==> config.mk <==
export PLATFORM = sky130hd
export DESIGN_NAME = cb_output_packer
export DESIGN_NICKNAME = d
export VERILOG_FILES = /design/src/rtl/cb_output_packer.sv
export SDC_FILE = /design/constraint.sdc
export NUM_CORES = 1
export LEC_CHECK = 0
export ABC_CLOCK_PERIOD_IN_PS = 4400
export CAP_MARGIN = 30
export CORE_ASPECT_RATIO = 1.1
export CORE_MARGIN = 3
export CORE_UTILIZATION = 52
export CTS_CLUSTER_SIZE = 25
export DETAILED_ROUTE_END_ITERATION = 10
export GPL_TIMING_DRIVEN = 0
export PLACE_DENSITY = 0.76
export SETUP_SLACK_MARGIN = 0.1
export SYNTH_ARGS = -nofsm -noshare
export SYNTH_HDL_FRONTEND = slang
export SYNTH_SLANG_ARGS = --single-unit
==> constraint.sdc <==
create_clock -name clk_i -period 4.4 [get_ports clk_i]
set_input_delay 0.88 -clock clk_i [delete_from_list [all_inputs] [get_ports clk_i]]
set_output_delay 0.88 -clock clk_i [all_outputs]
set_load 0.02 [all_outputs]
==> src/rtl/cb_output_packer.sv <==
// rtl/cb_output_packer.sv - packs serial code-block bits MSB-first into bytes
// behind a small word FIFO, with per-block bit/filler/CRC statistics.
module cb_output_packer #(
    parameter int FIFO_DEPTH = 4
) (
    input  logic        clk_i,
    input  logic        reset_i,
    input  logic        bit_in_i,
    input  logic        bit_valid_i,
    input  logic        start_i,
    input  logic        filling_i,
    input  logic        crc_i,
    input  logic        stop_i,
    input  logic        block_size_i,
    input  logic        out_ready_i,
    output logic [7:0]  out_data_o,
    output logic        out_valid_o,
    output logic        out_sop_o,
    output logic        out_eop_o,
    output logic        out_size_o,
    output logic [15:0] blk_bits_o,
    output logic [15:0] blk_fill_o,
    output logic [15:0] blk_crc_o,
    output logic        blk_done_o,
    output logic        overflow_o,
    output logic        proto_err_o
);
    localparam int AW = $clog2(FIFO_DEPTH);

    typedef enum logic [1:0] {S_IDLE, S_COLLECT, S_FLUSH} state_t;

    state_t      state_q, state_d;
    logic [7:0]  sr_q, sr_d;
    logic [2:0]  idx_q, idx_d;
    logic [7:0]  pend_q, pend_d;
    logic        pend_vld_q, pend_vld_d;
    logic        sop_arm_q, sop_arm_d;
    logic        size_q, size_d;
    logic [15:0] cnt_bits_q, cnt_bits_d;
    logic [15:0] cnt_fill_q, cnt_fill_d;
    logic [15:0] cnt_crc_q, cnt_crc_d;
    logic [15:0] blk_bits_q, blk_bits_d;
    logic [15:0] blk_fill_q, blk_fill_d;
    logic [15:0] blk_crc_q, blk_crc_d;
    logic        blk_done_q, blk_done_d;
    logic        ovf_q, ovf_d;
    logic        perr_q, perr_d;

    logic        wr_en;
    logic [9:0]  wr_word;
    logic        restart;
    logic        finish;
    logic [7:0]  new_sr;
    logic [3:0]  pad_shamt;

    logic [9:0]  mem_q [FIFO_DEPTH];
    logic [AW:0] wptr_q, wptr_d;
    logic [AW:0] rptr_q, rptr_d;
    logic        fifo_full;
    logic        fifo_empty;
    logic        pop;
    logic        push;
    logic [9:0]  head;

    function automatic logic [15:0] sat_inc(input logic [15:0] v);
        return (v == 16'hFFFF) ? v : v + 16'd1;
    endfunction

    assign new_sr    = {sr_q[6:0], bit_in_i & ~filling_i};
    assign pad_shamt = 4'd8 - {1'b0, idx_q};

    always_comb begin
        state_d    = state_q;
        sr_d       = sr_q;
        idx_d      = idx_q;
        pend_d     = pend_q;
        pend_vld_d = pend_vld_q;
        sop_arm_d  = sop_arm_q;
        size_d     = size_q;
        cnt_bits_d = cnt_bits_q;
        cnt_fill_d = cnt_fill_q;
        cnt_crc_d  = cnt_crc_q;
        blk_bits_d = blk_bits_q;
        blk_fill_d = blk_fill_q;
        blk_crc_d  = blk_crc_q;
        blk_done_d = 1'b0;
        perr_d     = perr_q;
        wr_en      = 1'b0;
        wr_word    = '0;
        restart    = 1'b0;
        finish     = 1'b0;

        case (state_q)
            S_IDLE: begin
                restart = start_i;
            end
            S_COLLECT: begin
                if (start_i) begin
                    perr_d  = 1'b1;
                    restart = 1'b1;
                end else if (stop_i) begin
                    state_d = S_FLUSH;
                    if (bit_valid_i) perr_d = 1'b1;
                end else if (bit_valid_i) begin
                    cnt_bits_d = sat_inc(cnt_bits_q);
                    if (filling_i) cnt_fill_d = sat_inc(cnt_fill_q);
                    if (crc_i) cnt_crc_d = sat_inc(cnt_crc_q);
                    if (idx_q == 3'd7) begin
                        // A completed byte waits in pend until we know whether it is the last.
                        pend_d     = new_sr;
                        pend_vld_d = 1'b1;
                        sr_d       = '0;
                        idx_d      = 3'd0;
                        if (pend_vld_q) begin
                            wr_en     = 1'b1;
                            wr_word   = {sop_arm_q, 1'b0, pend_q};
                            sop_arm_d = 1'b0;
                        end
                    end else begin
                        sr_d  = new_sr;
                        idx_d = idx_q + 3'd1;
                    end
                end
            end
            S_FLUSH: begin
                if (start_i) begin
                    perr_d  = 1'b1;
                    restart = 1'b1;
                end else if (pend_vld_q) begin
                    wr_en      = 1'b1;
                    wr_word    = {sop_arm_q, idx_q == 3'd0, pend_q};
                    sop_arm_d  = 1'b0;
                    pend_vld_d = 1'b0;
                    finish     = (idx_q == 3'd0);
                end else begin
                    if (idx_q != 3'd0) begin
                        wr_en     = 1'b1;
                        wr_word   = {sop_arm_q, 1'b1, sr_q << pad_shamt};
                        sop_arm_d = 1'b0;
                    end
                    finish = 1'b1;
                end
            end
            default: begin
                state_d = S_IDLE;
            end
        endcase

        if (restart) begin
            state_d    = S_COLLECT;
            size_d     = block_size_i;
            sr_d       = '0;
            idx_d      = 3'd0;
            pend_vld_d = 1'b0;
            sop_arm_d  = 1'b1;
            cnt_bits_d = '0;
            cnt_fill_d = '0;
            cnt_crc_d  = '0;
        end

        if (finish) begin
            state_d    = S_IDLE;
            blk_bits_d = cnt_bits_q;
            blk_fill_d = cnt_fill_q;
            blk_crc_d  = cnt_crc_q;
            blk_done_d = 1'b1;
        end
    end

    // A full FIFO still takes a write when the head is popped in the same cycle.
    always_comb begin
        fifo_empty = (wptr_q == rptr_q);
        fifo_full  = ((wptr_q - rptr_q) == (AW + 1)'(FIFO_DEPTH));
        pop        = ~fifo_empty & out_ready_i;
        push       = wr_en & (~fifo_full | pop);
        ovf_d      = ovf_q | (wr_en & fifo_full & ~pop);
        wptr_d     = push ? wptr_q + 1'b1 : wptr_q;
        rptr_d     = pop ? rptr_q + 1'b1 : rptr_q;
    end

    always_ff @(posedge clk_i or posedge reset_i) begin
        if (reset_i) begin
            state_q    <= S_IDLE;
            sr_q       <= '0;
            idx_q      <= '0;
            pend_q     <= '0;
            pend_vld_q <= 1'b0;
            sop_arm_q  <= 1'b0;
            size_q     <= 1'b0;
            cnt_bits_q <= '0;
            cnt_fill_q <= '0;
            cnt_crc_q  <= '0;
            blk_bits_q <= '0;
            blk_fill_q <= '0;
            blk_crc_q  <= '0;
            blk_done_q <= 1'b0;
            ovf_q      <= 1'b0;
            perr_q     <= 1'b0;
            wptr_q     <= '0;
            rptr_q     <= '0;
        end else begin
            state_q    <= state_d;
            sr_q       <= sr_d;
            idx_q      <= idx_d;
            pend_q     <= pend_d;
            pend_vld_q <= pend_vld_d;
            sop_arm_q  <= sop_arm_d;
            size_q     <= size_d;
            cnt_bits_q <= cnt_bits_d;
            cnt_fill_q <= cnt_fill_d;
            cnt_crc_q  <= cnt_crc_d;
            blk_bits_q <= blk_bits_d;
            blk_fill_q <= blk_fill_d;
            blk_crc_q  <= blk_crc_d;
            blk_done_q <= blk_done_d;
            ovf_q      <= ovf_d;
            perr_q     <= perr_d;
            wptr_q     <= wptr_d;
            rptr_q     <= rptr_d;
        end
    end

    always_ff @(posedge clk_i) begin
        if (push) mem_q[wptr_q[AW-1:0]] <= wr_word;
    end

    // Head fields are gated by valid so reset forces them to zero immediately.
    assign head        = mem_q[rptr_q[AW-1:0]];
    assign out_valid_o = ~fifo_empty;
    assign out_data_o  = fifo_empty ? 8'd0 : head[7:0];
    assign out_sop_o   = ~fifo_empty & head[9];
    assign out_eop_o   = ~fifo_empty & head[8];
    assign out_size_o  = size_q;
    assign blk_bits_o  = blk_bits_q;
    assign blk_fill_o  = blk_fill_q;
    assign blk_crc_o   = blk_crc_q;
    assign blk_done_o  = blk_done_q;
    assign overflow_o  = ovf_q;
    assign proto_err_o = perr_q;

endmodule

==> results of run 1 <==
## state kept, by name, indices dropped and copies added, names as in the netlist, 2 cells and up
signal      count
mem_q          40
blk_bits_o     16
blk_crc_o      16
blk_fill_o     16
cnt_bits_q     16
cnt_crc_q      16
cnt_fill_q     16
pend_q          8
sr_q            8
idx_q           3
rptr_q          3
wptr_q          3
state_q         2
## through the flow
| step | cells | area [µm²] | power, mW | hold slack, ns | utilization [%] |
|---|---|---|---|---|---|
| after global placement | 946 | 9020 | 2.97 | 0.462 | 59.7 |
| after CTS | 981 | 9680 | 4.55 | 0.488 | 64.1 |
| after detailed placement | 949 | 9080 | 3.02 | 0.469 | 60.1 |
| final | 981 | 9680 | 4.51 | 0.491 | 64.1 |
| after floorplan | 679 | 8060 | 2.60 | 0.445 | - |
| after global routing | 981 | 9680 | 4.74 | 0.504 | 64.1 |
## worst max-delay path, delay by kind of cell (launching register included)
family | cells | cell delay [ns]
buffers and inverters | 4 | 1.53
DFF | 1 | 0.40
and+or+nand+nor | 2 | 0.34
adders and majority gates | 1 | 0.31
## kinds of logic (layout without fill, tap and decap cells)
kind of cell               Yosys count  in the layout  synth area share, %
AOI/OAI and AO/OA                   57             57                 4.30
xor gates and xnor gates            37             37                 4.02
and+or+nand+nor                    273            273                 18.6
adders and majority gates           20             20                 3.11
buffers and inverters               47            153                 2.58
muxes                               76             76                 12.4
DFF                                169            169                 55.0
## final cells by class
type	count	area, µm²	area share, %
multi-input cells	463	3420	35.3
plain buffers	29	140	1.45
well taps	196	245	2.53
repair buffers	74	771	7.96
clock buffers	18	429	4.43
inverters	18	71.3	0.737
clock inverters	14	174	1.80
flip-flops and latches	169	4430	45.8
## power breakdown
group | leakage [nW] | internal, mW | switching [mW]
Clock | 0.273 | 0.895 | 0.619
Sequential | 2.07 | 1.69 | 0.0908
Combinational | 1.61 | 0.511 | 0.700
## path summary, 6_finish.rpt
kind | to | cells past startpoint | startpoint | slack [ns]
max | out_data_o[5] | 7 | rptr_q[1]$_DFFE_PP0P_ | 0.52
min | pend_q[3]$_DFFE_PP0P_ | 2 | pend_q[3]$_DFFE_PP0P_ | 0.49
max reg2reg | mem_q[1][6]$_DFFE_PP_ | 8 | idx_q[0]$_DFFE_PP0P_ | 1.31
min reg2reg | pend_q[3]$_DFFE_PP0P_ | 2 | pend_q[3]$_DFFE_PP0P_ | 0.49
max in group asynchronous | blk_crc_o[6]$_DFFE_PP0P_ | 4 | reset_i | 2.81
min in group asynchronous | blk_bits_o[4]$_DFFE_PP0P_ | 2 | reset_i | 0.80
## layout by cell type (no fill, tap or decap), types with 3 or more instances in the layout
cell                                n
sky130_fd_sc_hd__and4_1             5
sky130_fd_sc_hd__nor4_4             3
sky130_fd_sc_hd__dfrtp_1          129
sky130_fd_sc_hd__clkinvlp_4         7
sky130_fd_sc_hd__nand3_1           27
sky130_fd_sc_hd__clkdlybuf4s50_1   71
sky130_fd_sc_hd__bufinv_16          3
sky130_fd_sc_hd__buf_2             10
sky130_fd_sc_hd__inv_1             17
sky130_fd_sc_hd__clkbuf_16         17
sky130_fd_sc_hd__mux2i_1           12
sky130_fd_sc_hd__or3_1              4
sky130_fd_sc_hd__xnor2_1           36
sky130_fd_sc_hd__nand3b_1           3
sky130_fd_sc_hd__edfxtp_1          40
sky130_fd_sc_hd__nor4_1             4
sky130_fd_sc_hd__clkbuf_1          16
sky130_fd_sc_hd__a21oi_1           13
sky130_fd_sc_hd__mux4_2            14
sky130_fd_sc_hd__nor3_1            25
sky130_fd_sc_hd__mux2_2            50
sky130_fd_sc_hd__nand4_1            9
sky130_fd_sc_hd__nand4_2            5
sky130_fd_sc_hd__nor3b_1            3
sky130_fd_sc_hd__or2_2              3
sky130_fd_sc_hd__nand2b_1           3
sky130_fd_sc_hd__nor2_1            52
sky130_fd_sc_hd__nor4b_1            3
sky130_fd_sc_hd__nand2_1           82
sky130_fd_sc_hd__a211oi_1           4
sky130_fd_sc_hd__nor2b_1            5
sky130_fd_sc_hd__o21ai_0           22
sky130_fd_sc_hd__nor4_2             3
sky130_fd_sc_hd__a22oi_1            4
sky130_fd_sc_hd__and3_1             8
sky130_fd_sc_hd__buf_12             3
sky130_fd_sc_hd__and2_1            14
sky130_fd_sc_hd__ha_1              20
## layer usage
layer	wire (µm)	part of all wire (%)	up-vias	track usage (%)
met1	7290	43	2763	26.1
met3	639	3.8	34	4.53
li1	-	-	2594	-
met5	0	0	-	0
met4	301	1.8	0	7.67
met2	8660	51	135	36.0
==> reports/results.md, run 1 <==
### Run status
* run status: finished clean

### Global route
* global-route congestion overflow total: 0
* antenna violations before repair: 0
* global-route usage over all layers: 20.8%
* global-route wire length before repair: 28,600 µm
* via count of the first global-routing pass: 5,848
* maximum number of pins on one net before global-route repair: 44

### STA
* Period Utilization, post-route: 88.2%
* Max-Slew Margin vs Limit: 56.2%
* upper clock frequency limit: 258 MHz
* final slew viol count: 0
* least setup slack across all paths after layout: 0.517 ns
* slew of the pin with the lowest slew margin: 0.650 ns
* final hold violations: 0
* summed negative setup slack over all endpoints: 0 ns
* post-layout min period: 3.88 ns
* final count of negative-setup-slack endpoints: 0
* Fin Clk Skew: 0.00825 ns
* setup repair after global routing missed its margin: false

### Final layout
* share of layout cells above drive strength 1: 17.2%
* Nets: 802
* Area Growth Syn to Fin: 20.1%
* Inserted Diodes: 0
* filler cell count in the final layout: 1,134

### Detailed routing
* Detailed Routing Iterations Pass 1: 6
* DRC violations left: 0
* average wire per cell in the routed design: 17.2 µm
* Detailed Route WL: 16,900 µm
* residual antenna-violating net count after detailed routing: 0
* via total after detailed routing: 5,526
* average via count per standard cell: 5.63
* starting DRC count in detailed routing: 318

### Place
* post-detailed-placement half-perimeter wirelength: 11,800 µm
* final weighted congestion in routability-driven placement: 0.841
* placement-stage worst setup slack: 0.927 ns
* Buffers on Ports: 71

### Floorplan
* die height: 137 µm
* number of placement rows: 47
* core footprint: 15,100 µm²
* Die Footprint: 17,000 µm²
* Initial Utilization: 53.3%
* die boundary width: 125 µm
* number of placed I/O pins: 73

### Clocking
* clock latency reported for the late side of the worst-skew pair: 0.43 ns
* TritonCTS clock tree: built
* Num CTS Buffers: 17
* Post-CTS Setup Bufs: 0
* CTS-repair resized insts: 0
* number of buffers on the longest clock path: 2
* Root Driver: sky130_fd_sc_hd__clkbuf_16
* number of sinks driven by the clock tree: 169
* Hold Buf Count CTS: 0
* clock transition time at the flip-flop clock pins of the worst setup and hold paths: 0.06 ns
* deepest level of the CTS H-tree: 4

### Power and ir drop
* leakage power total: 3.95 nW
* Worst VDD drop: 230 µV
* ratio of total power to cell area: 465 nW/µm²

### Logic synthesis
* leading area contributor after synthesis: sky130_fd_sc_hd__dfrtp_1
* mean cell area of the mapped netlist: 11.9 µm²
* area of the mapped netlist: 8060 µm²
* top cells by area, synth: sky130_fd_sc_hd__dfrtp_1, sky130_fd_sc_hd__edfxtp_1, sky130_fd_sc_hd__mux2_2
* total of warnings raised by yosys: 0
* most frequently used cell type in the post-synthesis netlist: sky130_fd_sc_hd__dfrtp_1
* most used flip-flop cell after synthesis: sky130_fd_sc_hd__dfrtp_1
* commonest cells in the netlist: sky130_fd_sc_hd__dfrtp_1, sky130_fd_sc_hd__nand2_1, sky130_fd_sc_hd__nor2_1, sky130_fd_sc_hd__mux2_2, sky130_fd_sc_hd__edfxtp_1
* number of unique standard cell types used by synthesis: 55
* portion of the post-synthesis area used by sequential elements: 55.0%
* post-synth net total: 709
* share of async-settable or async-resettable flops after synthesis: 76.3%
* Syn Inst Count: 679
* Post-synth EDFFs: 40
* Synth top area share: 40.1%
* FF+latch count, synth: 169

### Worst setup path
* CP Data Arrival Time: 3.00 ns
* CP cell instances: buf_1, inv_1, ha_1, nand3_1, clkbuf_1, and2_1, clkdlybuf4s50_1
* required time at the endpoint of the critical path: 3.52 ns
* Worst Setup Path Type: flip-flop to output port
* Slowest-stage cell, CP: sky130_fd_sc_hd__clkdlybuf4s50_1
* worst stage delay on the critical path: 0.60 ns
* endpoint type of the worst setup path: output port
* largest fanout of any net on the critical path: 10
* kind of start point of the critical path: flip-flop

### Worst hold path
* hold crit path type: flip-flop to flip-flop

### Run
* number of maximum-capacitance constraint violations: 0

Power figures use the tool's default switching activity.
==> inputs of run 2 (changes only) <==
Settings changed: ABC_CLOCK_PERIOD_IN_PS 4400 to 3880, CORE_UTILIZATION 52 to 58, CTS_CLUSTER_SIZE 25 to 8, PLACE_DENSITY 0.76 to 0.8.
Clock period 4.4 ns to 3.88 ns, I/O delays scaled along.
==> reports/results.md, run 2 (synthesis results as in run 1) <==
### Worst hold path
* hold path depth: 1, was 2
* end of the worst hold path: wptr_q[2]$_DFFE_PP0N_, was pend_q[3]$_DFFE_PP0P_
* hold crit path type: flip-flop to flip-flop, unchanged
* Min-Delay Startpoint: wptr_q[2]$_DFFE_PP0N_, was pend_q[3]$_DFFE_PP0P_

### Power and ir drop
* leakage power total: 3.96 nW, was 3.95 nW
* ratio of total power to cell area: 526 nW/µm², was 465 nW/µm²
* Worst VDD drop: 289 µV, was 230 µV

### Worst setup path
* Slowest-stage cell, CP: sky130_fd_sc_hd__clkdlybuf4s50_1, unchanged
* CP cell instances: buf_2, inv_1, ha_1, nand3_1, clkbuf_2, and2_1, clkdlybuf4s50_1, was buf_1, inv_1, ha_1, nand3_1, clkbuf_1, and2_1, clkdlybuf4s50_1
* Worst Setup Path Type: flip-flop to output port, unchanged
* reg2reg start: idx_q[0]$_DFFE_PP0P_, unchanged
* endpoint type of the worst setup path: output port, unchanged
* CP Data Arrival Time: 2.65 ns, was 3.00 ns
* destination of the worst register-to-register timing path: mem_q[1][5]$_DFFE_PP_, was mem_q[1][6]$_DFFE_PP_
* worst-case register-to-register setup slack: 0.90 ns, was 1.31 ns
* worst stage delay on the critical path: 0.60 ns, about the same
* largest fanout of any net on the critical path: 10, unchanged
* R2R depth: 8, unchanged
* kind of start point of the critical path: flip-flop, unchanged
* required time at the endpoint of the critical path: 3.10 ns, was 3.52 ns

### Place
* final weighted congestion in routability-driven placement: 0.869, was 0.841
* Buffers on Ports: 71, unchanged
* post-detailed-placement half-perimeter wirelength: 11,500 µm, was 11,800 µm
* placement-stage worst setup slack: 0.456 ns, was 0.927 ns

### Final layout
* Area Growth Syn to Fin: 19.8%, was 20.1%
* area taken by multi-input logic gates: 3420 µm², unchanged
* Nets: 802, unchanged
* filler cell count in the final layout: 939, was 1,134
* share of layout cells above drive strength 1: 17.1%, was 17.2%
* most common library cell in the layout ignoring fill and taps: sky130_fd_sc_hd__dfrtp_1, unchanged
* commonest cells after routing, fill and taps aside: sky130_fd_sc_hd__dfrtp_1, sky130_fd_sc_hd__nand2_1, sky130_fd_sc_hd__clkdlybuf4s50_1, unchanged
* Inserted Diodes: 0, unchanged
* combined flip-flop and latch cell area: 4430 µm², unchanged
* flip-flop count of the largest register after layout: 40, unchanged

### STA
* Max-Slew Margin vs Limit: 54.7%, was 56.2%
* final slew viol count: 0, unchanged
* slew of the pin with the lowest slew margin: 0.678 ns, was 0.650 ns
* post-layout min period: 3.43 ns
* final count of negative-setup-slack endpoints: 0, unchanged
* Period Utilization, post-route: 88.3%
* final hold violations: 0, unchanged
* least setup slack across all paths after layout: 0.453 ns, was 0.517 ns
* Fin Clk Skew: 0.00627 ns, was 0.00825 ns
* upper clock frequency limit: 292 MHz
* summed negative setup slack over all endpoints: 0 ns, unchanged
* setup repair after global routing missed its margin: false, unchanged

### Clocking
* Root Driver: sky130_fd_sc_hd__clkbuf_16, unchanged
* TritonCTS clock tree: built, unchanged
* number of sinks driven by the clock tree: 169, unchanged
* Post-CTS Setup Bufs: 0, unchanged
* clock transition time at the flip-flop clock pins of the worst setup and hold paths: 0.06 ns, about the same
* number of buffers on the longest clock path: 2, unchanged
* Num CTS Buffers: 17, unchanged
* deepest level of the CTS H-tree: 4, unchanged
* clock latency reported for the late side of the worst-skew pair: 0.42 ns, was 0.43 ns

### Detailed routing
* DRC violations left: 0, unchanged
* via total after detailed routing: 5,534, was 5,526
* Detailed Routing Iterations Pass 1: 4, was 6
* average via count per standard cell: 5.71, was 5.63
* starting DRC count in detailed routing: 330, was 318
* Detailed Route WL: 16,300 µm, was 16,900 µm
* residual antenna-violating net count after detailed routing: 0, unchanged
* average wire per cell in the routed design: 16.8 µm, was 17.2 µm

### Run
* number of maximum-capacitance constraint violations: 0, unchanged

### Floorplan
* number of placement rows: 44, was 47
* Die Footprint: 15,300 µm², was 17,000 µm²
* core footprint: 13,400 µm², was 15,100 µm²
* die height: 130 µm, was 137 µm
* number of placed I/O pins: 73, unchanged
* Initial Utilization: 60.2%, was 53.3%
* die boundary width: 118 µm, was 125 µm

### Global route
* global-route usage over all layers: 22.6%, was 20.8%
* maximum number of pins on one net before global-route repair: 43, was 44
* via count of the first global-routing pass: 5,664, was 5,848
* antenna violations before repair: 0, unchanged
* global-route wire length before repair: 27,900 µm, was 28,600 µm
* global-route congestion overflow total: 0, unchanged

### Run status
* run status: finished clean, unchanged

==> run 2: cell count changes in the layout (fill, tap and decap cells not counted), sizes merged <==
cell,before,now
clkinv,3,7
clkinvlp,7,4
inv,19,18
==> run 2: report_power, final <==
part / internal, mW / switching (mW) / total [mW]
Sequential: 1.92 / 0.100 / 2.02
Combinational: 0.585 / 0.797 / 1.38
Clock: 1.00 / 0.671 / 1.67
Total: 3.50 / 1.57 / 5.07
==> run 2: per-layer routing <==
metal	vias to the layer above	GRT usage, %	part of all wire [%]
met1	2788	29.2	43
met4	0	7.57	1.7
met2	127	38.6	51
met5	-	0	0
met3	22	4.98	3.7
li1	2597	-	-
==> run 2: what timing repair did <==
| action | CTS | global route |
|---|---|---|
| endpoints found under the setup margin | 9 | 4 |
| gates cloned | 0 | 0 |
| endpoints found under the hold margin | 0 | 0 |
| hold buffers | 0 | 0 |
| pin swaps | 0 | 0 |
| resized for setup | 1 | 2 |
==> run 2: worst max path at each step <==
stage	start	to	slack, ns
after detailed placement	rptr_q[1]$_DFFE_PP0P_	out_data_o[0]	0.46
after global placement	reset_i	blk_crc_o[6]$_DFFE_PP0P_	0.41
final	rptr_q[1]$_DFFE_PP0P_	out_data_o[0]	0.45
after CTS	rptr_q[1]$_DFFE_PP0P_	out_data_o[0]	0.24
after global routing	rptr_q[1]$_DFFE_PP0P_	out_data_o[5]	0.26
after floorplan	idx_q[0]$_DFFE_PP0P_	mem_q[0][5]$_DFFE_PP_	1.25
==> run 2: stage by stage <==
step           total power [mW]  hold slack (ns)  std cells  cell area, µm²  utilization [%]
2_1_floorplan              2.95            0.445        679            8060                -
3_3_place_gp               3.37            0.461        934            9000             67.3
3_5_place_dp               3.44            0.471        937            9060             67.7
4_1_cts                    5.12            0.487        969            9650             72.1
5_1_grt                    5.34            0.517        969            9650             72.1
6_report                   5.07            0.487        969            9650             72.1
==> run 2: critical path: cells and delay by family, from the launching register on <==
family	cells	cell delay, ns
fa+ha+maj	1	0.29
buf+inv	4	1.19
flops	1	0.43
simple gates	2	0.31
==> run 2: area by class of cell <==
class                           count  area share (%)
Sequential cell                   169            45.9
Timing Repair Buffer               74            7.99
Multi-Input combinational cell    463            35.5
Tap cell                          184            2.39
Buffer                             29            1.48
Inverter                           18           0.739
Clock buffer                       18            4.45
Clock inverter                     14            1.61
